<file path="config.mk">
export PLATFORM = sky130hd
export DESIGN_NAME = conv2d_axi_lite_seq_flat
export DESIGN_NICKNAME = d
export VERILOG_FILES = /design/src/rtl/conv_axi_pkg.sv /design/src/rtl/conv2d_axi_lite_seq_if.sv /design/src/rtl/conv_mac_seq.sv /design/src/rtl/conv2d_axi_lite_seq.sv /design/src/flat_wrapper.sv
export SDC_FILE = /design/constraint.sdc
export NUM_CORES = 1
export LEC_CHECK = 0
export CAP_MARGIN = 20
export CORE_MARGIN = 1.5
export CORE_UTILIZATION = 65
export CTS_CLUSTER_DIAMETER = 200
export DETAILED_ROUTE_END_ITERATION = 7
export PLACE_DENSITY = 0.86
export RECOVER_POWER = 25
export SETUP_SLACK_MARGIN = 0.1
export SLEW_MARGIN = 25
export SYNTH_ARGS = -nofsm -noshare
export SYNTH_HDL_FRONTEND = slang
export SYNTH_HIERARCHICAL = 1
export SYNTH_SLANG_ARGS = --single-unit
export TNS_END_PERCENT = 50
</file>
<file path="constraint.sdc">
create_clock -name S_AXI_ACLK -period 18.6 [get_ports S_AXI_ACLK]
set_input_delay 4.65 -clock S_AXI_ACLK [delete_from_list [all_inputs] [get_ports S_AXI_ACLK]]
set_output_delay 4.65 -clock S_AXI_ACLK [all_outputs]
set_load 0.01 [all_outputs]
</file>
<file path="src/rtl/conv_axi_pkg.sv">
// Shared definitions for the sequential convolution AXI4-Lite accelerator:
// register map, response codes, engine state and the result post-processing helpers.
package conv_axi_pkg;

  localparam logic [7:0] OFF_CTRL = 8'h00;
  localparam logic [7:0] OFF_CFG  = 8'h04;
  localparam logic [7:0] OFF_OUT  = 8'h08;
  localparam logic [7:0] OFF_ID   = 8'h0C;
  localparam logic [7:0] BASE_IN  = 8'h40;
  localparam logic [7:0] BASE_W   = 8'h80;

  localparam logic [1:0] RESP_OKAY   = 2'b00;
  localparam logic [1:0] RESP_SLVERR = 2'b10;

  localparam logic [15:0] ID_MAGIC = 16'hC2D2;

  typedef enum logic [1:0] {StIdle, StRun, StFin} mac_state_e;

  typedef enum logic [2:0] {SelCtrl, SelCfg, SelOut, SelId, SelIn, SelW, SelNone} reg_sel_e;

  function automatic logic signed [63:0] relu(input logic signed [63:0] v, input logic en);
    return (en && (v < 0)) ? 64'sd0 : v;
  endfunction

  function automatic logic signed [63:0] saturate(input logic signed [63:0] v,
                                                   input int unsigned w);
    logic signed [63:0] hi;
    logic signed [63:0] lo;
    hi = (64'sd1 <<< (w - 1)) - 64'sd1;
    lo = -hi - 64'sd1;
    if (v > hi) return hi;
    if (v < lo) return lo;
    return v;
  endfunction

endpackage

</file>
<file path="src/rtl/conv2d_axi_lite_seq_if.sv">
// AXI4-Lite bus bundle for the convolution accelerator; master drives requests, slave responds.
interface conv2d_axi_lite_seq_if #(
  parameter int unsigned ADDR_W = 8
) ();
  logic [ADDR_W-1:0] S_AXI_AWADDR;
  logic              S_AXI_AWVALID;
  logic              S_AXI_AWREADY;
  logic [31:0]       S_AXI_WDATA;
  logic              S_AXI_WVALID;
  logic              S_AXI_WREADY;
  logic [1:0]        S_AXI_BRESP;
  logic              S_AXI_BVALID;
  logic              S_AXI_BREADY;
  logic [ADDR_W-1:0] S_AXI_ARADDR;
  logic              S_AXI_ARVALID;
  logic              S_AXI_ARREADY;
  logic [31:0]       S_AXI_RDATA;
  logic [1:0]        S_AXI_RRESP;
  logic              S_AXI_RVALID;
  logic              S_AXI_RREADY;

  modport master (
    output S_AXI_AWADDR, S_AXI_AWVALID, S_AXI_WDATA, S_AXI_WVALID, S_AXI_BREADY,
    output S_AXI_ARADDR, S_AXI_ARVALID, S_AXI_RREADY,
    input  S_AXI_AWREADY, S_AXI_WREADY, S_AXI_BRESP, S_AXI_BVALID,
    input  S_AXI_ARREADY, S_AXI_RDATA, S_AXI_RRESP, S_AXI_RVALID
  );

  modport slave (
    input  S_AXI_AWADDR, S_AXI_AWVALID, S_AXI_WDATA, S_AXI_WVALID, S_AXI_BREADY,
    input  S_AXI_ARADDR, S_AXI_ARVALID, S_AXI_RREADY,
    output S_AXI_AWREADY, S_AXI_WREADY, S_AXI_BRESP, S_AXI_BVALID,
    output S_AXI_ARREADY, S_AXI_RDATA, S_AXI_RRESP, S_AXI_RVALID
  );
endinterface

</file>
<file path="src/rtl/conv_mac_seq.sv">
// Time-multiplexed MAC: one multiplier walks TAPS operand pairs, then shifts, rectifies and
// saturates the accumulator into the result register.
module conv_mac_seq
  import conv_axi_pkg::*;
#(
  parameter int unsigned TAPS   = 9,
  parameter int unsigned DATA_W = 8,
  parameter int unsigned ACC_W  = 24,
  parameter int unsigned OUT_W  = 16
) (
  input  logic                     clk,
  input  logic                     rst,
  input  logic                     start,
  input  logic signed [DATA_W-1:0] in_arr [TAPS],
  input  logic signed [DATA_W-1:0] w_arr  [TAPS],
  input  logic [4:0]               shift,
  input  logic                     relu_en,
  output logic                     busy,
  output logic                     done_pulse,
  output logic signed [OUT_W-1:0]  result
);

  localparam int unsigned IdxW = (TAPS > 1) ? $clog2(TAPS) : 1;

  mac_state_e              state_q;
  logic [IdxW-1:0]         idx_q;
  logic signed [ACC_W-1:0] acc_q;
  logic signed [63:0]      acc_ext;
  logic signed [63:0]      post;

  always_comb begin
    acc_ext = 64'(acc_q);
    post    = saturate(relu(acc_ext >>> shift, relu_en), OUT_W);
  end

  // Lets the wrapper set sticky done on the same edge the result lands.
  assign done_pulse = (state_q == StFin);

  always_ff @(posedge clk or posedge rst) begin
    if (rst) begin
      state_q <= StIdle;
      idx_q   <= '0;
      acc_q   <= '0;
      busy    <= 1'b0;
      result  <= '0;
    end else begin
      case (state_q)
        StIdle: begin
          if (start) begin
            state_q <= StRun;
            busy    <= 1'b1;
            acc_q   <= '0;
            idx_q   <= '0;
          end
        end
        StRun: begin
          acc_q <= acc_q + ACC_W'(in_arr[idx_q] * w_arr[idx_q]);
          idx_q <= idx_q + 1'b1;
          if (idx_q == IdxW'(TAPS - 1)) state_q <= StFin;
        end
        StFin: begin
          result  <= OUT_W'(post);
          busy    <= 1'b0;
          state_q <= StIdle;
        end
        default: state_q <= StIdle;
      endcase
    end
  end

endmodule

</file>
<file path="src/rtl/conv2d_axi_lite_seq.sv">
// AXI4-Lite register front end for the sequential convolution engine: independent AW/W capture,
// register file, start/done control, SLVERR policing and level interrupt.
module conv2d_axi_lite_seq
  import conv_axi_pkg::*;
#(
  parameter int unsigned TAPS               = 9,
  parameter int unsigned DATA_W             = 8,
  parameter int unsigned ACC_W              = 24,
  parameter int unsigned OUT_W              = 16,
  parameter int unsigned C_S_AXI_DATA_WIDTH = 32,
  parameter int unsigned C_S_AXI_ADDR_WIDTH = 8
) (
  input  logic                 S_AXI_ACLK,
  input  logic                 S_AXI_ARESET,
  conv2d_axi_lite_seq_if.slave s_axi,
  output logic                 irq
);

  logic                          en_q;
  logic                          aw_q, w_q, bvalid_q, rvalid_q;
  logic [C_S_AXI_ADDR_WIDTH-1:0] awaddr_q;
  logic [C_S_AXI_DATA_WIDTH-1:0] wdata_q, rdata_q, rd_data;
  logic [1:0]                    bresp_q, rresp_q;
  logic                          start_q, done_q, relu_q, irq_en_q;
  logic [4:0]                    shift_q;
  logic signed [DATA_W-1:0]      in_q [TAPS];
  logic signed [DATA_W-1:0]      wt_q [TAPS];
  logic                          mac_busy, done_pulse, busy, commit, wr_err;
  logic signed [OUT_W-1:0]       result;
  reg_sel_e                      wr_sel, rd_sel;
  logic [3:0]                    wr_idx, rd_idx;

  function automatic reg_sel_e decode(input logic [C_S_AXI_ADDR_WIDTH-1:0] a);
    logic [7:0] lo;
    lo = a[7:0];
    if (((a >> 8) != '0) || (lo[1:0] != 2'b00)) return SelNone;
    case (lo)
      OFF_CTRL: return SelCtrl;
      OFF_CFG:  return SelCfg;
      OFF_OUT:  return SelOut;
      OFF_ID:   return SelId;
      default:  ;
    endcase
    if (32'(lo[5:2]) < TAPS) begin
      if (lo[7:6] == BASE_IN[7:6]) return SelIn;
      if (lo[7:6] == BASE_W[7:6]) return SelW;
    end
    return SelNone;
  endfunction

  // A latched start counts as busy until the engine picks it up.
  assign busy   = mac_busy | start_q;
  assign commit = aw_q & w_q;
  assign wr_sel = decode(awaddr_q);
  assign wr_idx = awaddr_q[5:2];
  assign rd_sel = decode(s_axi.S_AXI_ARADDR);
  assign rd_idx = s_axi.S_AXI_ARADDR[5:2];

  always_comb begin
    wr_err = 1'b0;
    case (wr_sel)
      SelCtrl:             wr_err = wdata_q[0] & busy;
      SelCfg, SelIn, SelW: wr_err = busy;
      default:             wr_err = 1'b1;
    endcase
  end

  always_comb begin
    rd_data = '0;
    case (rd_sel)
      SelCtrl: rd_data = {29'd0, busy, done_q, 1'b0};
      SelCfg:  rd_data = {22'd0, irq_en_q, relu_q, 3'd0, shift_q};
      SelOut:  rd_data = 32'(result);
      SelId:   rd_data = {8'(TAPS), 8'(DATA_W), ID_MAGIC};
      SelIn:   rd_data = 32'(in_q[rd_idx]);
      SelW:    rd_data = 32'(wt_q[rd_idx]);
      default: rd_data = '0;
    endcase
  end

  assign s_axi.S_AXI_AWREADY = en_q & ~aw_q & ~bvalid_q;
  assign s_axi.S_AXI_WREADY  = en_q & ~w_q & ~bvalid_q;
  assign s_axi.S_AXI_ARREADY = en_q & ~rvalid_q;
  assign s_axi.S_AXI_BVALID  = bvalid_q;
  assign s_axi.S_AXI_BRESP   = bresp_q;
  assign s_axi.S_AXI_RVALID  = rvalid_q;
  assign s_axi.S_AXI_RRESP   = rresp_q;
  assign s_axi.S_AXI_RDATA   = rdata_q;
  assign irq                 = done_q & irq_en_q;

  always_ff @(posedge S_AXI_ACLK or posedge S_AXI_ARESET) begin
    if (S_AXI_ARESET) begin
      en_q     <= 1'b0;
      aw_q     <= 1'b0;
      w_q      <= 1'b0;
      awaddr_q <= '0;
      wdata_q  <= '0;
      bvalid_q <= 1'b0;
      bresp_q  <= RESP_OKAY;
      rvalid_q <= 1'b0;
      rresp_q  <= RESP_OKAY;
      rdata_q  <= '0;
      start_q  <= 1'b0;
      done_q   <= 1'b0;
      shift_q  <= '0;
      relu_q   <= 1'b0;
      irq_en_q <= 1'b0;
      for (int i = 0; i < int'(TAPS); i++) begin
        in_q[i] <= '0;
        wt_q[i] <= '0;
      end
    end else begin
      en_q    <= 1'b1;
      start_q <= 1'b0;
      if (s_axi.S_AXI_AWVALID && s_axi.S_AXI_AWREADY) begin
        aw_q     <= 1'b1;
        awaddr_q <= s_axi.S_AXI_AWADDR;
      end
      if (s_axi.S_AXI_WVALID && s_axi.S_AXI_WREADY) begin
        w_q     <= 1'b1;
        wdata_q <= s_axi.S_AXI_WDATA;
      end
      if (commit) begin
        aw_q     <= 1'b0;
        w_q      <= 1'b0;
        bvalid_q <= 1'b1;
        bresp_q  <= wr_err ? RESP_SLVERR : RESP_OKAY;
        if (!wr_err) begin
          case (wr_sel)
            SelCtrl: begin
              if (wdata_q[1] || wdata_q[0]) done_q <= 1'b0;
              start_q <= wdata_q[0];
            end
            SelCfg: begin
              shift_q  <= wdata_q[4:0];
              relu_q   <= wdata_q[8];
              irq_en_q <= wdata_q[9];
            end
            SelIn:   in_q[wr_idx] <= wdata_q[DATA_W-1:0];
            SelW:    wt_q[wr_idx] <= wdata_q[DATA_W-1:0];
            default: ;
          endcase
        end
      end else if (bvalid_q && s_axi.S_AXI_BREADY) begin
        bvalid_q <= 1'b0;
      end
      // Completion outranks a W1C landing on the same edge.
      if (done_pulse) done_q <= 1'b1;
      if (s_axi.S_AXI_ARVALID && s_axi.S_AXI_ARREADY) begin
        rvalid_q <= 1'b1;
        rdata_q  <= rd_data;
        rresp_q  <= (rd_sel == SelNone) ? RESP_SLVERR : RESP_OKAY;
      end else if (rvalid_q && s_axi.S_AXI_RREADY) begin
        rvalid_q <= 1'b0;
      end
    end
  end

  conv_mac_seq #(
    .TAPS   (TAPS),
    .DATA_W (DATA_W),
    .ACC_W  (ACC_W),
    .OUT_W  (OUT_W)
  ) u_mac (
    .clk        (S_AXI_ACLK),
    .rst        (S_AXI_ARESET),
    .start      (start_q),
    .in_arr     (in_q),
    .w_arr      (wt_q),
    .shift      (shift_q),
    .relu_en    (relu_q),
    .busy       (mac_busy),
    .done_pulse (done_pulse),
    .result     (result)
  );

endmodule

</file>
<file path="src/flat_wrapper.sv">
// flat-port wrapper written by rule: the top's interface ports become plain ports
module conv2d_axi_lite_seq_flat import conv_axi_pkg::*;
#(
  parameter int unsigned TAPS               = 9,
  parameter int unsigned DATA_W             = 8,
  parameter int unsigned ACC_W              = 24,
  parameter int unsigned OUT_W              = 16,
  parameter int unsigned C_S_AXI_DATA_WIDTH = 32,
  parameter int unsigned C_S_AXI_ADDR_WIDTH = 8
)
  (S_AXI_ACLK, S_AXI_ARESET, irq, s_axi_S_AXI_AWADDR, s_axi_S_AXI_AWVALID, s_axi_S_AXI_WDATA, s_axi_S_AXI_WVALID, s_axi_S_AXI_BREADY, s_axi_S_AXI_ARADDR, s_axi_S_AXI_ARVALID, s_axi_S_AXI_RREADY, s_axi_S_AXI_AWREADY, s_axi_S_AXI_WREADY, s_axi_S_AXI_BRESP, s_axi_S_AXI_BVALID, s_axi_S_AXI_ARREADY, s_axi_S_AXI_RDATA, s_axi_S_AXI_RRESP, s_axi_S_AXI_RVALID);
  conv2d_axi_lite_seq_if #(.ADDR_W(8)) s_axi_i ();
  input  logic S_AXI_ACLK;
  input  logic S_AXI_ARESET;
  output logic irq;
  input wire logic [$bits(s_axi_i.S_AXI_AWADDR)-1:0] s_axi_S_AXI_AWADDR;
  input wire logic [$bits(s_axi_i.S_AXI_AWVALID)-1:0] s_axi_S_AXI_AWVALID;
  input wire logic [$bits(s_axi_i.S_AXI_WDATA)-1:0] s_axi_S_AXI_WDATA;
  input wire logic [$bits(s_axi_i.S_AXI_WVALID)-1:0] s_axi_S_AXI_WVALID;
  input wire logic [$bits(s_axi_i.S_AXI_BREADY)-1:0] s_axi_S_AXI_BREADY;
  input wire logic [$bits(s_axi_i.S_AXI_ARADDR)-1:0] s_axi_S_AXI_ARADDR;
  input wire logic [$bits(s_axi_i.S_AXI_ARVALID)-1:0] s_axi_S_AXI_ARVALID;
  input wire logic [$bits(s_axi_i.S_AXI_RREADY)-1:0] s_axi_S_AXI_RREADY;
  output wire logic [$bits(s_axi_i.S_AXI_AWREADY)-1:0] s_axi_S_AXI_AWREADY;
  output wire logic [$bits(s_axi_i.S_AXI_WREADY)-1:0] s_axi_S_AXI_WREADY;
  output wire logic [$bits(s_axi_i.S_AXI_BRESP)-1:0] s_axi_S_AXI_BRESP;
  output wire logic [$bits(s_axi_i.S_AXI_BVALID)-1:0] s_axi_S_AXI_BVALID;
  output wire logic [$bits(s_axi_i.S_AXI_ARREADY)-1:0] s_axi_S_AXI_ARREADY;
  output wire logic [$bits(s_axi_i.S_AXI_RDATA)-1:0] s_axi_S_AXI_RDATA;
  output wire logic [$bits(s_axi_i.S_AXI_RRESP)-1:0] s_axi_S_AXI_RRESP;
  output wire logic [$bits(s_axi_i.S_AXI_RVALID)-1:0] s_axi_S_AXI_RVALID;
  assign s_axi_i.S_AXI_AWADDR = s_axi_S_AXI_AWADDR;
  assign s_axi_i.S_AXI_AWVALID = s_axi_S_AXI_AWVALID;
  assign s_axi_i.S_AXI_WDATA = s_axi_S_AXI_WDATA;
  assign s_axi_i.S_AXI_WVALID = s_axi_S_AXI_WVALID;
  assign s_axi_i.S_AXI_BREADY = s_axi_S_AXI_BREADY;
  assign s_axi_i.S_AXI_ARADDR = s_axi_S_AXI_ARADDR;
  assign s_axi_i.S_AXI_ARVALID = s_axi_S_AXI_ARVALID;
  assign s_axi_i.S_AXI_RREADY = s_axi_S_AXI_RREADY;
  assign s_axi_S_AXI_AWREADY = s_axi_i.S_AXI_AWREADY;
  assign s_axi_S_AXI_WREADY = s_axi_i.S_AXI_WREADY;
  assign s_axi_S_AXI_BRESP = s_axi_i.S_AXI_BRESP;
  assign s_axi_S_AXI_BVALID = s_axi_i.S_AXI_BVALID;
  assign s_axi_S_AXI_ARREADY = s_axi_i.S_AXI_ARREADY;
  assign s_axi_S_AXI_RDATA = s_axi_i.S_AXI_RDATA;
  assign s_axi_S_AXI_RRESP = s_axi_i.S_AXI_RRESP;
  assign s_axi_S_AXI_RVALID = s_axi_i.S_AXI_RVALID;
  conv2d_axi_lite_seq #(.TAPS(TAPS), .DATA_W(DATA_W), .ACC_W(ACC_W), .OUT_W(OUT_W), .C_S_AXI_DATA_WIDTH(C_S_AXI_DATA_WIDTH), .C_S_AXI_ADDR_WIDTH(C_S_AXI_ADDR_WIDTH)) u_core (.S_AXI_ACLK(S_AXI_ACLK), .S_AXI_ARESET(S_AXI_ARESET), .s_axi(s_axi_i), .irq(irq));
endmodule
</file>
=== After elaboration in Yosys (flattened, before gate mapping) ===
Cells that the tools add are included.

* Input bits: 55
* Output and inout port bits: 42
* Bits in registers: 259
* Logic and storage cells: 222

* $mul: 1
* Multiplexer cells: 95
* Reduce and logical (&&, ||, !) cells: 34
* Equality and inequality tests: 25
* Shift-type cells: 1
* $lt $le $gt $ge: 9
* Bitwise operators: 17
* Add/sub/neg operators: 2

{| class="wikitable"
|+ Operators by type and width
! cell !! number
|-
| $pmux 32 s6 || 1
|-
| $bwmux 72 || 2
|-
| $bmux 8 s4 || 4
|-
| $mux 8 || 9
|-
| $gt 64x16->1 const B || 1
|-
| $lt 64x1->1 const B || 1
|-
| $lt 64x16->1 const B || 1
|-
| $mux 16 || 4
|-
| $mux 64 || 1
|-
| $sshr 24x5->64 || 1
|-
| $mux 3 || 16
|-
| $pmux 24 s2 || 1
|-
| $mux 1 || 44
|-
| $demux 8 s4 || 1
|-
| $eq 8x4->1 const B || 4
|-
| $add 24x16->24 || 1
|-
| $mux 24 || 1
|-
| $pmux 3 s4 || 2
|-
| $reduce_bool 2->1 || 11
|-
| $eq 8x3->1 const B || 2
|-
| $logic_not 8->1 || 2
|-
| $mul 8x8->16 || 1
|-
| $eq 3x3->1 const B || 5
|-
| $ge 5x5->1 const B || 3
|-
| other kinds (28) || 65
|}

=== Longest topological paths before layout ===
* Depth after elaboration: 19
* Mapped depth: 27
* Gate-level depth less buffers: 24

=== Hierarchy ===
Netlist, hierarchy kept.

{| class="wikitable"
|+ By module, submodules not included
! module !! seq. area each (um^2) !! instances !! area an instance (um^2) !! cells an instance
|-
| conv2d_axi_lite_seq || 4879.7 || 1 || 9359.0 || 687
|-
| conv_mac_seq || 1176.1 || 1 || 8301.7 || 870
|}

=== Worst setup path after synthesis ===
Ideal clock, no wire load.

* Path kind: reg2reg
* Start point: register u_core.u_mac.idx_q[0]
* End point: register u_core.u_mac.acc_q[21]
* Library setup time: 0.069 ns
* Period minus slack after synthesis: 7.343 ns
* Setup slack: 11.257 ns
* Data arrival time: 7.274 ns
* Path buffers: 5
* Cell stages (with the launch flop): 24
* Cell sequence: dfrtp_1 -> buf_2 -> buf_2 -> inv_1 -> and3_1 -> clkbuf_1 -> clkbuf_1 -> nand2_1 -> o21ai_1 -> nor2b_1 -> fa_1 -> fa_1 -> fa_1 -> fa_1 -> ha_1 -> ha_1 -> clkbuf_1 -> o21ai_0 -> nand2b_1 -> a41oi_1 -> o21ai_1 -> a21oi_1 -> or4b_1 -> nand3_1

* Cells in the longest elaborated chain, start to end: 7
* Elaborated cells on any way between the ends: 10

{| class="wikitable"
|+ Ends and longest elaborated chain
! what !! line !! RTL
|-
| start: declaration || conv_mac_seq.sv:26 || <nowiki>logic [IdxW-1:0] idx_q;</nowiki>
|-
| start signal: assignment || conv_mac_seq.sv:58 || <nowiki>idx_q <= idx_q + 1'b1;</nowiki>
|-
| $not 4->5 (not written as such) (*) || conv_mac_seq.sv:57 || <nowiki>acc_q <= acc_q + ACC_W'(in_arr[idx_q] * w_arr[idx_q]);</nowiki>
|-
| $bmux 8 s4 || conv_mac_seq.sv:57 ||
|-
| $mux 8 (not written as such) (2 in series) || conv_mac_seq.sv:57 ||
|-
| $mul 8x8->16 (*) || conv_mac_seq.sv:57 ||
|-
| $add 24x16->24 (*) || conv_mac_seq.sv:57 ||
|-
| $pmux 24 s2 (*) || conv_mac_seq.sv:47 || <nowiki>case (state_q)</nowiki>
|-
| end signal: assignment || conv_mac_seq.sv:57 ||
|-
| end: declaration || conv_mac_seq.sv:27 || <nowiki>logic signed [ACC_W-1:0] acc_q;</nowiki>
|}

Mark *: on every way between the ends. The rest lies on a longest branch, timed or not. The select of a mux whose other input is x is not followed.
A chain may end at the register's enable or synchronous reset.

=== Worst setup path after layout ===
* Start point: register u_core.u_mac.idx_q[0]
* End point: register u_core.u_mac.acc_q[23]

Same word-level chain as after synthesis.

==> summary.txt <==
CTS sink count: 242
gr usage total: 0.319
placed cell areas: 0.0184 mm²
met3 usage: 0.0407
Synth Warn #: 6
critical path's most frequent cell: fa_1
status: complete, but fails checks
ranking of synthesized cells by area: dfrtp_1 34%, fa_1 12%, mux2_2 11%, mux4_2 8.9%, ha_1 4.4%
post-synthesis cell type count: 75
Die X: 168 µm
Slew Viols, Final: 120
post-synth top area share: 0.343
pre-CTS setup slack: 10.79 ns
row count: 60
CTS tree: done
Clk pin slew, worst setup/hold paths: 0.06 ns
slowest cell delay on critical path: 2.28 ns
cells along the critical path: clkbuf_1, mux4_2, mux2i_1, nor2_1, a21oi_1, inv_1, nand2_1, fa_1, fa_1, inv_1, fa_1, fa_1, fa_1, ha_1, a21oi_1, o211ai_1, a41oi_1, o21ai_1, a311oi_1, xnor2_1, o21ai_1
flip-flop and latch count after synthesis: 242
met2 usage in global routing: 0.552
Pwr per Cell Area: 77.6 mW/mm²
IO Pins: 97
Worst VDD drop: 0.0919 mV
R2R Path End: u_core/u_mac/acc_q[23]
Final Cycle Share: 0.508
pin count of the biggest net entering global routing: 137
Die Area: 0.0282 mm²
Detail Route Antenna Nets: 0
path depth of the worst reg2reg path: 21
total power: 1.48 mW
hpwl dp: 30,700 µm
Worst-Skew Late Latency: 0.55 ns
Final min period: 9.45 ns
DR DRC count: 0
Antenna Cells: 0
antenna violations before repair: 0
Post-synth ARST share: 1.00
final net count: 1,784
synthesized instance count: 1,557
post-cts resize count: 0
CTS Buf Count: 25
Required @ worst endpoint: 19.00 ns
Final Cell Area: 0.0191 mm²
Via-to-Cell Ratio: 6.59
Placer Congestion: 0.942
TritonRoute pass-1 iters: 5
Hold Path Class: reg2reg
crit start category: flip-flop
register area share after synthesis: 0.343
CTS H-tree depth: 1
total vias in the final route: 12,600
met1 usage: 0.414
Slew @ Worst Pin: 3.25 ns
Port Buf Inserts: 72
busiest grt layer: met2
R2R Setup Slk: 9.15 ns
post-CTS setup repair buffer count: 0
total grt overflow: 0
violated checks: capacitance limit, slew limit
vias in the first global route: 13,400
leakage: 8.94 nW
hold_buf cts: 0
CP endpoint kind: flip-flop
layout cells sized above 1: 0.192
global-route wire length before repair: 71,000 µm
Die H: 168 µm
hold worst-path end: u_core/s_axi.S_AXI_RDATA[11]
Avg Cell Area, Syn: 11.3 µm²
Final Setup Violations: 0
DRT iter0 DRCs: 1,133
Top FF cell, synth: dfrtp_1
cell taking the most area after synthesis: dfrtp_1
Setup Total Neg Slack: 0 ns
Max Fclk: 0.106 GHz
number of flops mapped to enable cells by yosys: 0
RSZ-0062 raised after global routing: no
slew margin rel.: -1.16
Core Region: 0.0268 mm²
DR WL/cell: 22.8 µm
worst setup path class: reg2reg
Initial Utilization: 0.659
crit path max-delay cell type: clkbuf_1
Fin. Hold Viols: 0
maxcap violations: 11
worst hold path depth: 2
clk_skew: 0.0112 ns
final wirelength: 43,700 µm
critical path fanouts, max: 38
setup ws final: 9.15 ns
clock tree buffer depth: 3
min-delay src: u_core/u_mac/result[11]
launching point of the worst reg2reg path: u_core/u_mac/idx_q[0]
CP arrival: 9.85 ns
Layout area overhead: 8.03%
Syn Std Cell Area: 0.0177 mm²
root buffer cell: clkbuf_16
==> final cells by class <==
cell class | instances | area (µm²)
fill | 1742 | 7720
inverter | 126 | 482
timing repair buffer | 88 | 847
multi-input combinational | 1080 | 10500
clock inverter | 10 | 124
tap | 341 | 427
clock buffer | 31 | 658
sequential | 242 | 6060
==> metrics by stage <==
step | hold WS (ns) | utilization | std cells
after floorplan | 0.463 | - | 1558
final | 0.507 | 0.712 | 1918
after detailed placement | 0.488 | 0.687 | 1876
after global routing | 0.537 | 0.712 | 1918
after global placement | 0.483 | 0.687 | 1876
after CTS | 0.504 | 0.716 | 1917
==> routing by layer <==
| layer | share of wire | wire [µm] |
|---|---|---|
| met1 | 0.39 | 17200 |
| met2 | 0.51 | 22100 |
| met3 | 0.059 | 2600 |
| met4 | 0.040 | 1770 |
| met5 | 0 | 0 |
==> layout by cell type (no fill, tap or decap), types with 5 or more instances in the layout <==
cell / netlist / layout
a21oi_1: 47 / 46
nor4_1: 3 / 12
dfrtp_1: 242 / 241
or3_1: 8 / 8
a211oi_1: 10 / 10
xor2_1: 8 / 8
inv_1: 123 / 121
mux2_2: 169 / 154
a21o_1: 7 / 7
mux4_2: 70 / 70
buf_4: 17 / 14
and2_1: 8 / 6
o22ai_1: 10 / 10
and3_1: 8 / 8
nor2_1: 107 / 107
clkbuf_16: 0 / 25
xnor2_1: 16 / 16
o21ai_1: 20 / 20
nor2b_1: 12 / 10
nand3_1: 12 / 12
clkdlybuf4s50_1: 0 / 70
fa_1: 104 / 104
clkinv_2: 0 / 5
clkbuf_1: 59 / 6
nand2b_1: 14 / 14
nand4_1: 5 / 5
o21ai_0: 65 / 65
o221a_1: 15 / 15
or2_2: 6 / 6
a31oi_1: 7 / 7
o211ai_1: 9 / 9
a22oi_1: 14 / 15
nand2_1: 110 / 110
mux2_1: 7 / 22
nor3_1: 6 / 9
ha_1: 62 / 62
mux2i_1: 59 / 59
a22o_1: 9 / 9
==> sequential cells by signal, indices dropped and copies added, names as in the netlist, 2 cells and up <==
name	cells
u_core/in_q	72
u_core/wt_q	72
u_core/u_mac/acc_q	24
u_core/s_axi.S_AXI_RDATA	17
u_core/u_mac/result	16
u_core/wdata_q	10
u_core/awaddr_q	8
u_core/shift_q	5
u_core/u_mac/idx_q	4
u_core/u_mac/state_q	2
==> worst max-delay path: cells and delay by family, from the launching register on <==
kind / cells / cell delay, ns
AO/OA/AOI/OAI: 7 / 2.21
XOR/XNOR: 1 / 0.18
adder cells (fa/ha/maj): 6 / 2.74
buffers and inverters: 3 / 2.55
flip-flops: 1 / 0.33
multiplexers: 2 / 1.02
AND/OR/NAND/NOR: 2 / 0.23
==> cell usage after synthesis (12+ instances only) <==
master / count
nor2b_1: 12
nand3_1: 12
o21ai_1: 20
buf_4: 17
ha_1: 62
mux2_2: 169
o221a_1: 15
xnor2_1: 16
a22oi_1: 14
nand2_1: 110
inv_1: 123
mux4_2: 70
a21oi_1: 47
clkbuf_1: 59
nand2b_1: 14
buf_2: 14
dfrtp_1: 242
mux2i_1: 59
nor2_1: 107
fa_1: 104
buf_1: 15
o21ai_0: 65
==> logic make-up (layout without fill, tap and decap cells) <==
family	Yosys count	in the layout	synth area share
multiplexers	308	308	0.237
buffers and inverters	236	255	0.0569
adder cells (fa/ha/maj)	166	166	0.162
other	2	3	0.000425
AO/OA/AOI/OAI	246	246	0.0918
AND/OR/NAND/NOR	333	333	0.0968
flip-flops	242	242	0.343
XOR/XNOR	24	24	0.0119
==> worst max path at each step <==
stage | startpoint | cells after the start | slack [ns] | to
finish | u_core/u_mac/idx_q[0] | 21 | 9.15 | u_core/u_mac/acc_q[23]
global route | u_core/u_mac/idx_q[0] | 19 | 8.46 | u_core/u_mac/acc_q[18]
CTS | u_core/u_mac/idx_q[3] | 20 | 10.77 | u_core/u_mac/acc_q[23]
detailed placement | u_core/u_mac/idx_q[3] | 20 | 10.79 | u_core/u_mac/acc_q[23]
global placement | s_axi_S_AXI_ARADDR[6] | 9 | 10.93 | u_core/s_axi.S_AXI_RDATA[8]
floorplan | S_AXI_ARESET | 1 | 8.64 | u_core/aw_q
==> power breakdown <==
group	switching (mW)	internal [mW]	total, mW
combinational	0.182	0.135	0.317
clock	0.214	0.280	0.493
sequential	0.0959	0.574	0.670
total	0.491	0.989	1.48
Power figures use the tool's default switching activity.
